===== src/rtl/hs32_pipectl_if.sv =====
// Pipeline-control bundle between the controller and the fetch/decode/exec stages.
// master = controller side, slave = pipeline side.
interface hs32_pipectl_if;
    logic        br_req;
    logic [31:0] br_pc;
    logic        exec_busy;
    logic        fetch_idle;
    logic        dec_valid;
    logic        irq_req;
    logic [31:0] irq_vec;
    logic        irq_ack;
    logic [31:0] newpc;
    logic        flush;
    logic        hold;
    logic [15:0] flush_cnt;

    modport master (
        input  br_req, br_pc, exec_busy, fetch_idle, dec_valid, irq_req, irq_vec,
        output irq_ack, newpc, flush, hold, flush_cnt
    );

    modport slave (
        output br_req, br_pc, exec_busy, fetch_idle, dec_valid, irq_req, irq_vec,
        input  irq_ack, newpc, flush, hold, flush_cnt
    );
endinterface


===== src/rtl/hs32_pipectl.sv =====
// Purpose: HS32 fetch-restart controller (boot, branch, interrupt); interrupts enabled by HS32_PIPECTL_IRQ_EN.
// Latency: flush/newpc/irq_ack registered, one cycle after the triggering event.
// Backpressure: hold stalls issue outside RUN; drain waits for fetch_idle, refill waits for dec_valid.
module hs32_pipectl #(
    parameter logic [31:0] RESET_VEC = 32'h0000_0000
) (
    input  logic            clk,
    input  logic            reset,
    hs32_pipectl_if.master  p
);

    typedef enum logic [2:0] {
        BOOT     = 3'd0,
        RUN      = 3'd1,
        IRQ_WAIT = 3'd2,
        DRAIN    = 3'd3,
        REFILL   = 3'd4
    } state_t;

    state_t      state_q, state_d;
    logic        flush_q, flush_d;
    logic        irq_ack_q, irq_ack_d;
    logic [31:0] newpc_q, newpc_d;
    logic [15:0] flush_cnt_q, flush_cnt_d;

    logic        irq_pend;
    logic [31:0] irq_target;

`ifdef HS32_PIPECTL_IRQ_EN
    assign irq_pend   = p.irq_req;
    assign irq_target = p.irq_vec;
`else
    // Interrupt inputs are deliberately dropped; IRQ_WAIT can never be entered.
    logic unused_irq;
    assign unused_irq = ^{p.irq_req, p.irq_vec};
    assign irq_pend   = 1'b0;
    assign irq_target = 32'h0000_0000;
`endif

    always_comb begin
        state_d   = state_q;
        flush_d   = 1'b0;
        irq_ack_d = 1'b0;
        newpc_d   = newpc_q;

        case (state_q)
            BOOT: begin
                flush_d = 1'b1;
                newpc_d = RESET_VEC;
                state_d = DRAIN;
            end
            RUN, IRQ_WAIT: begin
                // Branch wins over a simultaneous interrupt; the irq level stays pending.
                if (p.br_req) begin
                    flush_d = 1'b1;
                    newpc_d = p.br_pc;
                    state_d = DRAIN;
                end else if (irq_pend && !p.exec_busy) begin
                    flush_d   = 1'b1;
                    irq_ack_d = 1'b1;
                    newpc_d   = irq_target;
                    state_d   = DRAIN;
                end else if (irq_pend) begin
                    state_d = IRQ_WAIT;
                end else begin
                    state_d = RUN;
                end
            end
            DRAIN: begin
                // flush_q is high only on the first DRAIN cycle, giving two cycles minimum.
                if (p.fetch_idle && !flush_q) begin
                    state_d = REFILL;
                end
            end
            REFILL: begin
                if (p.dec_valid) begin
                    state_d = RUN;
                end
            end
            default: begin
                state_d = BOOT;
            end
        endcase

        flush_cnt_d = (flush_d && (flush_cnt_q != 16'hFFFF)) ? flush_cnt_q + 16'd1
                                                             : flush_cnt_q;
    end

    always_ff @(posedge clk) begin
        if (reset) begin
            state_q     <= BOOT;
            flush_q     <= 1'b0;
            irq_ack_q   <= 1'b0;
            newpc_q     <= 32'h0000_0000;
            flush_cnt_q <= 16'h0000;
        end else begin
            state_q     <= state_d;
            flush_q     <= flush_d;
            irq_ack_q   <= irq_ack_d;
            newpc_q     <= newpc_d;
            flush_cnt_q <= flush_cnt_d;
        end
    end

    assign p.flush     = flush_q;
    assign p.irq_ack   = irq_ack_q;
    assign p.newpc     = newpc_q;
    assign p.flush_cnt = flush_cnt_q;
    assign p.hold      = (state_q != RUN);

endmodule


===== src/flat_wrapper.sv =====
// flat-port wrapper written by rule: the top's interface ports become plain ports
module hs32_pipectl_flat 
#(
    parameter logic [31:0] RESET_VEC = 32'h0000_0000
)
  (clk, reset, p_br_req, p_br_pc, p_exec_busy, p_fetch_idle, p_dec_valid, p_irq_req, p_irq_vec, p_irq_ack, p_newpc, p_flush, p_hold, p_flush_cnt);
  hs32_pipectl_if p_i ();
  input  logic clk;
  input  logic reset;
  input wire logic [$bits(p_i.br_req)-1:0] p_br_req;
  input wire logic [$bits(p_i.br_pc)-1:0] p_br_pc;
  input wire logic [$bits(p_i.exec_busy)-1:0] p_exec_busy;
  input wire logic [$bits(p_i.fetch_idle)-1:0] p_fetch_idle;
  input wire logic [$bits(p_i.dec_valid)-1:0] p_dec_valid;
  input wire logic [$bits(p_i.irq_req)-1:0] p_irq_req;
  input wire logic [$bits(p_i.irq_vec)-1:0] p_irq_vec;
  output wire logic [$bits(p_i.irq_ack)-1:0] p_irq_ack;
  output wire logic [$bits(p_i.newpc)-1:0] p_newpc;
  output wire logic [$bits(p_i.flush)-1:0] p_flush;
  output wire logic [$bits(p_i.hold)-1:0] p_hold;
  output wire logic [$bits(p_i.flush_cnt)-1:0] p_flush_cnt;
  assign p_i.br_req = p_br_req;
  assign p_i.br_pc = p_br_pc;
  assign p_i.exec_busy = p_exec_busy;
  assign p_i.fetch_idle = p_fetch_idle;
  assign p_i.dec_valid = p_dec_valid;
  assign p_i.irq_req = p_irq_req;
  assign p_i.irq_vec = p_irq_vec;
  assign p_irq_ack = p_i.irq_ack;
  assign p_newpc = p_i.newpc;
  assign p_flush = p_i.flush;
  assign p_hold = p_i.hold;
  assign p_flush_cnt = p_i.flush_cnt;
  hs32_pipectl #(.RESET_VEC(RESET_VEC)) u_core (.clk(clk), .reset(reset), .p(p_i));
endmodule

===== config.mk =====
export PLATFORM = sky130hd
export DESIGN_NAME = hs32_pipectl_flat
export DESIGN_NICKNAME = d
export VERILOG_FILES = /design/src/rtl/hs32_pipectl_if.sv /design/src/rtl/hs32_pipectl.sv /design/src/flat_wrapper.sv
export SDC_FILE = /design/constraint.sdc
export NUM_CORES = 1
export LEC_CHECK = 0
export ABC_AREA = 1
export CAP_MARGIN = 20
export CORE_MARGIN = 3
export CORE_UTILIZATION = 60
export DETAILED_ROUTE_END_ITERATION = 6
export DONT_BUFFER_PORTS = 1
export GPL_ROUTABILITY_DRIVEN = 0
export PLACE_DENSITY = 0.76
export REMOVE_ABC_BUFFERS = 1
export SLEW_MARGIN = 20
export SYNTH_ARGS = -nofsm -noshare
export SYNTH_HDL_FRONTEND = slang
export SYNTH_SLANG_ARGS = --single-unit

===== constraint.sdc =====
create_clock -name clk -period 4.3 [get_ports clk]
set_clock_uncertainty 0.15 [all_clocks]
set_input_delay 0 -clock clk [delete_from_list [all_inputs] [get_ports clk]]
set_output_delay 0 -clock clk [all_outputs]
set_load 0.02 [all_outputs]

==> results.cfg, run 1 <==
[floorplan]
die_x_um = 67.29
coreArea_um2 = 3468
ios = 122
rows = 21
die_h_um = 67.29
start_util = 0.6497
die_area_um2 = 4527

[placed_design]
portBuffers = 0
hpwl_um = 3375
place_area_um2 = 2237

[sta]
slew_headroom = 0.4554
hold_violations = 0
fin_crit_sh = 0.5620
final-setup-viol-count = 0
worstMarginPinSlew_ns = 0.8161
max_freq_mhz = 413.8
final.setup.tns_ns = 0
period_minus_slack_ns = 2.417
drv_slew = 0
grt_setup_unrepaired = false

[clock_tree]
post_cts_resized = 0
cts_root_buf = clkbuf_8
cts_max_level = 2
cts_tree = done
cts.sinks = 52
insertion_delay_ns = 0.30
cts_inserted_buffers = 5
cts_buffer_depth = 2
path_clk_slew_ns = 0.09
cts_setup_buffers = 0

[critical_path]
critPathTopFamily = buffers and inverters
crit_path_end_kind = register
worstPathRequired_ns = 4.30
critical_path.max_fanout = 37
crit_path_start_kind = input port
cp_slowest_cell = dlygate4sd3_1
crit_type = in -> reg
crit_chain = dlygate4sd3_1 > inv_2 > nand2_1 > o21ai_0
crit_buf_inv = 2
slowest_delay_ns = 0.98
arrival_ns = 2.41

[detailed_routing]
antenna_left = 0
wire_per_inst_um = 14.28
viasPerCell = 5.524
drt-pass1-iter-count = 4
wl_um = 5612
drc_errors = 0
routed-via-count = 2171
drt_iter0_drc = 100

[yosys]
yosys_register_bits = 52
ys_seq_area_frac = 0.4620
avgSynthCellArea_um2 = 7.086
yosysTopAreaCell = dfxtp_1
synthArstFlopShare = 0
synthFlopType = dfxtp_1
synth_edf_count = 0
yosysMostFrequentCell = nand2_1
post-synth-top-area-fraction = 0.4620
netlist_instances = 318
synth_cell_types = 24
synthesis.area_um2 = 2253
synth_warnings = 0
ys_top_cells_by_area = dfxtp_1 (46%), nand2_1 (15%), nand3_1 (10%)
yosys-top-cells-count = nand2_1 (91), dfxtp_1 (52), nand3_1 (45), o21ai_0 (32), nor2_1 (27)

[global_routing]
grt_pass1_vias = 1977
grtUsageTotal = 0.2578
grt-ovfl-total = 0
antenna_found_initial = 0
grt_max_degree = 38
grt_pass1_wl_um = 8804

[hold_path]
worstHoldPathType = in -> reg

[power]
peakVddDrop_v = 0.0002999
power_mw = 1.041
leakagePower_nw = 1.068
powerDensity_nw_per_um2 = 383.5

[cells_and_area]
fill_cells = 241
final_nets = 418
antenna_cells = 0
fin_area_um2 = 2715
synthToLayoutAreaGrowth_pct = 20.49
drive_above_1_share = 0.04323

[status]
status = finished, final reports clean

[run]
maxCapViolCount = 0
[power by group]
part / switching, mW / internal (mW)
sequential: 0.0603 / 0.512
combinational: 0.0892 / 0.0517
clock: 0.155 / 0.173
[per-layer routing]
layer / part of all wire / track usage / vias to the layer above
li1: - / - / 1086
met1: 0.42 / 0.3079 / 984
met2: 0.48 / 0.4172 / 95
met3: 0.092 / 0.1048 / 6
met4: 0.010 / 0.09114 / 0
met5: 0 / 0 / -
[tightest hold or removal path, delay by kind of cell]
| kind | cells | cell delay, ns |
|---|---|---|
| AND/OR/NAND/NOR | 5 | 0.38 |
| buffers and inverters | 1 | 0.04 |
[path summary, 6_finish.rpt]
| path | slack (ns) | cells past startpoint | start | end |
|---|---|---|---|---|
| setup / recovery | 1.88 | 4 | reset | u_core.p.newpc[8] |
| hold / removal | 0.02 | 6 | p_br_req | u_core.p.flush_cnt[15] |
| setup reg to reg | 2.24 | 9 | u_core.p.flush_cnt[0] | u_core.p.flush_cnt[5] |
| hold reg to reg | 0.43 | 2 | u_core.p.newpc[1] | u_core.p.newpc[1] |
[cells by family (layout without fill, tap and decap cells)]
kind of cell	count (synthesis)	after routing	synth area share
AOI/OAI and AO/OA	50	50	0.1122
xor gates and xnor gates	5	5	0.01943
adders and majority gates	1	1	0.005552
buffers and inverters	37	66	0.07218
DFF	52	52	0.4620
other	1	1	0.001664
and+or+nand+nor	172	172	0.3270
[cell type report]
cell class                 instances  area (um2)  share of cell area
clock inverter                     2       35.03             0.01290
clock buffer                       6       72.57             0.02673
sequential                        52        1041              0.3834
multi-input combinational        229        1052              0.3876
timing repair buffer              38       381.6              0.1406
tap                               46       57.56             0.02120
inverter                          20       75.07             0.02765
[cells in the final DEF, fill, tap and decap left out]
cell type,n
ha_1,1
a21oi_1,17
dlygate4sd3_1,37
clkinv_2,1
inv_2,3
o211ai_1,1
nand3b_1,3
bufinv_16,1
o21ai_0,32
nand4_1,2
nor2_1,26
nor2_2,2
inv_1,17
clkbuf_1,1
nand2_1,91
xnor2_1,1
nor2_4,2
clkbuf_8,5
nand3_1,45
conb_1,1
xor2_1,4
dfxtp_1,52
buf_6,1
nor3_1,1
[state kept, by name, summed over array words and instances (netlist names)]
| name | count |
|---|---|
| u_core.p.flush | 1 |
| u_core.p.newpc | 32 |
| u_core.state_q | 3 |
| u_core.p.flush_cnt | 16 |
[stage by stage]
step,utilization,setup slack (ns),std cells,hold WS (ns)
after floorplan,-,2.300,301,-0.08093
after global placement,0.6418,2.260,347,-0.07930
after detailed placement,0.6450,2.241,348,-0.07702
after CTS,0.7828,2.014,393,0.01784
after global routing,0.7828,1.716,393,0.03927
final,0.7828,1.883,393,0.01879
[timing repair]
action | in CTS | in global routing
hold buffers | 37 | 0
setup endpoints to repair | 0 | 0
hold endpoints to repair | 48 | 0
Note: power is estimated with default switching activity, not from simulation.
==> run 2, diff against run 1 <==
Settings changed: CORE_UTILIZATION 60 to 56, PLACE_DENSITY 0.76 to 0.74.
Clock period 4.3 ns to 2 ns, I/O delays scaled along.
==> run 2 against run 1 <==
Compared with the run above: hold slack improved by 0.011 ns; die area grew 6.5%; first-iteration DRC count up 74%; largest cell class unchanged.
==> results.cfg, run 2 (synthesized netlist as in run 1, its figures left out) <==
[status]
status = finished, final reports clean

[detailed_routing]
wire_per_inst_um = 14.11
drc_errors = 0
viasPerCell = 5.517
routed-via-count = 2295
drt-pass1-iter-count = 4
drt_iter0_drc = 174
wl_um = 5868
antenna_left = 0

[critical_path]
critical_path.max_fanout = 6
worstPathRequired_ns = 2.09
arrival_ns = 1.93
crit_type = reg -> reg
crit_path_start_kind = register
crit_path_end_kind = register

[global_routing]
grtUsageTotal = 0.2467
antenna_found_initial = 0
grt-ovfl-total = 0
grt_pass1_wl_um = 9839
grt_max_degree = 34
grt_pass1_vias = 2106

[clock_tree]
cts_tree = done
cts_root_buf = clkbuf_8
cts.sinks = 52
insertion_delay_ns = 0.31
cts_max_level = 2
cts_inserted_buffers = 5
path_clk_slew_ns = 0.10
cts_buffer_depth = 2

[sta]
fin_ws_ns = 0.1626
period_minus_slack_ns = 1.837
hold_violations = 0
slew_headroom = 0.5789
worstMarginPinSlew_ns = 0.6296
final.setup.tns_ns = 0
final-setup-viol-count = 0
grt_setup_unrepaired = false
fin_crit_sh = 0.9187
drv_slew = 0
max_freq_mhz = 544.2

[power]
peakVddDrop_v = 0.0005839
power_mw = 2.333
powerDensity_nw_per_um2 = 802.3
leakagePower_nw = 1.187

[floorplan]
die_h_um = 69.44
die_area_um2 = 4821
ios = 122
coreArea_um2 = 3771
rows = 22
start_util = 0.5975
die_x_um = 69.44

[cells_and_area]
synthToLayoutAreaGrowth_pct = 29.04
drive_above_1_share = 0.1005
largest_reg_flops = 32
final_cell_mix = nand2_1 (90), dfxtp_1 (52), nand3_1 (45)
layout_commonest_cell = nand2_1
utilization = 0.7711
final_nets = 439
antenna_cells = 0

[placed_design]
hpwl_um = 3529
portBuffers = 0
post-place-ws_ns = 0.1724

[run]
maxCapViolCount = 0

[hold_path]
worstHoldPathType = in -> reg
run 2: cell count changes in the layout (fill, tap and decap cells not counted), sizes merged:
| cell | change |
|---|---|
| buf | +20 |
| dlygate4sd3 | +1 |
run 2: cell type report:
| type | count | area, um2 |
|---|---|---|
| Multi-Input combinational cell | 229 | 1060 |
| Clock inverter | 2 | 38.79 |
| Fill cell | 264 | 863.3 |
| Sequential cell | 52 | 1041 |
| Inverter | 20 | 75.07 |
| Timing Repair Buffer | 59 | 550.5 |
| Tap cell | 48 | 60.06 |
| Clock buffer | 6 | 82.58 |
run 2: worst max-delay path, stage by stage, from the launching register on:
cell and delay [ns]:
dfxtp_1 0.35, nand2_1 0.10, nand2_1 0.15, nor2_4 0.23
nand3_1 0.09, dlygate4sd3_1 0.56, a21oi_1 0.13
run 2: worst paths after layout:
check                   startpoint                     end  depth (start not counted)  slack, ns
max              u_core.state_q[1]       u_core.p.newpc[0]                          6       0.16
min                       p_br_req  u_core.p.flush_cnt[15]                          6       0.03
max reg2reg      u_core.state_q[1]       u_core.p.newpc[0]                          6       0.16
min reg2reg  u_core.p.flush_cnt[3]   u_core.p.flush_cnt[3]                          2       0.38
run 2: per-layer routing:
metal  track usage  vias to the layer above  share of wire
met4       0.06508                        0          0.014
met5             0                        -              0
li1              -                     1127              -
met3       0.09130                       12          0.098
met1        0.3103                     1058           0.41
met2        0.3983                       98           0.48
run 2: timing repair:
| item | in CTS | in global routing |
|---|---|---|
| endpoints found under the hold margin | 49 | 0 |
| buffers inserted | 0 | 0 |
| endpoints found under the setup margin | 0 | 9 |
| hold buffers | 38 | 0 |
| resized for setup | 0 | 2 |
run 2: power by group:
part           internal [mW]  switching, mW  total (mW)  leakage [nW]
logic                  0.137          0.214       0.351         0.702
clock network          0.410          0.356       0.765        0.0614
registers               1.10          0.115        1.22         0.424
total                   1.65          0.685        2.33          1.19
run 2: stage by stage:
stage | area [um2] | hold slack, ns | instances
global route | 2908 | 0.07366 | 416
CTS | 2900 | 0.02135 | 416
finish | 2908 | 0.02941 | 416
detailed placement | 2399 | -0.07707 | 370
global placement | 2399 | -0.07879 | 370
floorplan | 2166 | -0.08093 | 301
==> run 3, diff against run 2 <==
Settings changed: CORE_UTILIZATION 56 to 60, PLACE_DENSITY 0.74 to 0.76, RECOVER_POWER from default to 100.
Clock period 2 ns to 2.06 ns, I/O delays scaled along.
==> run 3 against run 2 <==
Compared with the run above: core utilization up 3.2 points; clock power fell by 24%; global-route usage rose by 3.7 points; via count fell by 0.22%; clock-buffer cell count unchanged; first-iteration DRC count up 63%; critical path type unchanged.
==> results.cfg, run 3 (synthesized netlist as in run 1, its figures left out) <==
[critical_path]
r2r_start = u_core.p.flush_cnt[9]
crit_path_start_kind = register
slowest_delay_ns = 0.40
worst-r2r-setup-slack_ns = 0.18
cp_slowest_cell = clkbuf_1
rr_worst_depth = 9
crit_chain = clkbuf_1 > nand2_1 > nor2_1 > nand2_1 > nor2_1 > nand3_1 > nand2_1 > inv_1 > nor2_1
crit_buf_inv = 2
crit_start = u_core.p.flush_cnt[9]
critical_path.max_fanout = 6
arrival_ns = 1.96
r2r_end = u_core.p.flush_cnt[15]
crit_type = reg -> reg
crit_path_end_kind = register
worstPathRequired_ns = 2.14
crit_path_end = u_core.p.flush_cnt[15]
critPathTopFamily = simple AND/OR/NAND/NOR gates
cp.depth = 9

[power]
powerDensity_nw_per_um2 = 747.4
power_mw = 2.081
leakagePower_nw = 1.101
peakVddDrop_v = 0.0007065

[placed_design]
portBuffers = 0
place_area_um2 = 2384
hpwl_um = 3551
dpl.cell_count = 368

[cells_and_area]
drive_above_1_share = 0.05464
fill_cells = 245
regArea_um2 = 1041
stdcell_count = 412
utilization = 0.8027
synthToLayoutAreaGrowth_pct = 23.54
final_cell_mix = nand2_1 (90), dfxtp_1 (52), nand3_1 (45)
largest_reg_flops = 32
final_nets = 437
layout_commonest_cell = nand2_1
fin_area_um2 = 2784
multi_input_area_um2 = 1052
antenna_cells = 0

[clock_tree]
cts_max_level = 2
cts_root_buf = clkbuf_8
cts_tree = done
insertion_delay_ns = 0.31
cts_inserted_buffers = 5
path_clk_slew_ns = 0.09
cts.sinks = 52
cts_buffer_depth = 2

[detailed_routing]
wire_per_inst_um = 14.86
antenna_left = 0
drt_iter0_drc = 283
drt-pass1-iter-count = 4
drc_errors = 0
viasPerCell = 5.558
routed-via-count = 2290
wl_um = 6121

[sta]
worstMarginPinSlew_ns = 0.6728
grt_setup_unrepaired = false
hold_violations = 0
period_minus_slack_ns = 1.880
drv_slew = 0
max_freq_mhz = 532.0
fin_crit_sh = 0.9125
final-setup-viol-count = 0
final.setup.tns_ns = 0
slew_headroom = 0.5500

[global_routing]
antenna_found_initial = 0
grt-ovfl-total = 0
grtUsageTotal = 0.2839
grt_pass1_vias = 2198
grt_max_degree = 34
grt_pass1_wl_um = 9839

[status]
status = finished, final reports clean

[floorplan]
start_util = 0.6497
die_x_um = 67.29
ios = 122
die_h_um = 67.29
rows = 21
die_area_um2 = 4527
coreArea_um2 = 3468

[run]
maxCapViolCount = 0

[hold_path]
worstHoldPathType = in -> reg
-- run 3: through the flow --
step	setup WS, ns	hold WS, ns
after global routing	0.05941	0.05850
after global placement	0.2674	-0.07915
after CTS	0.1945	0.02878
after floorplan	0.06027	-0.08093
after detailed placement	0.2252	-0.07643
final	0.1803	0.03041
-- run 3: timing repair --
item | in CTS | in global routing
hold endpoints to repair | 49 | 0
buffers inserted | 0 | 0
endpoints found under the setup margin | 0 | 4
hold buffers | 36 | 0
gates resized for setup | 0 | 1
-- run 3: worst reg2reg max path: stages, from the launching register on --
cell      delay (ns)
dfxtp_1         0.34
clkbuf_1        0.40
nand2_1         0.09
nor2_1          0.22
nand2_1         0.07
nor2_1          0.16
nand3_1         0.10
nand2_1         0.08
inv_1           0.05
nor2_1          0.14
-- run 3: worst min-delay path by stage --
| stage | to | slack (ns) | start | depth (start not counted) |
|---|---|---|---|---|
| after floorplan | u_core.p.flush_cnt[10] | -0.08 | reset | 1 |
| after global placement | u_core.p.flush_cnt[2] | -0.08 | reset | 1 |
| after detailed placement | u_core.p.flush_cnt[2] | -0.08 | reset | 1 |
| after CTS | u_core.p.flush_cnt[12] | 0.03 | p_br_req | 5 |
| after global routing | u_core.p.flush_cnt[12] | 0.06 | p_br_req | 5 |
| final | u_core.p.flush_cnt[12] | 0.03 | p_br_req | 5 |
-- run 3: power by group --
group,internal [mW],total (mW),switching (mW)
clock,0.242,0.580,0.338
sequential,1.07,1.18,0.110
combinational,0.118,0.321,0.204
total,1.43,2.08,0.651
-- run 3: area by class of cell --
cell class                 instances  area share
timing repair buffer              57      0.1685
sequential                        52      0.3739
clock buffer                       6     0.02607
tap                               46     0.02067
inverter                          20     0.02697
multi-input combinational        229      0.3780
clock inverter                     2    0.005843
-- run 3: layer usage --
layer / wire [um] / GRT usage / up-vias
met4: 78 / 0.07848 / 0
met2: 3078 / 0.4920 / 102
li1: - / - / 1122
met5: 0 / 0 / -
met3: 502 / 0.09817 / 10
met1: 2461 / 0.3313 / 1056
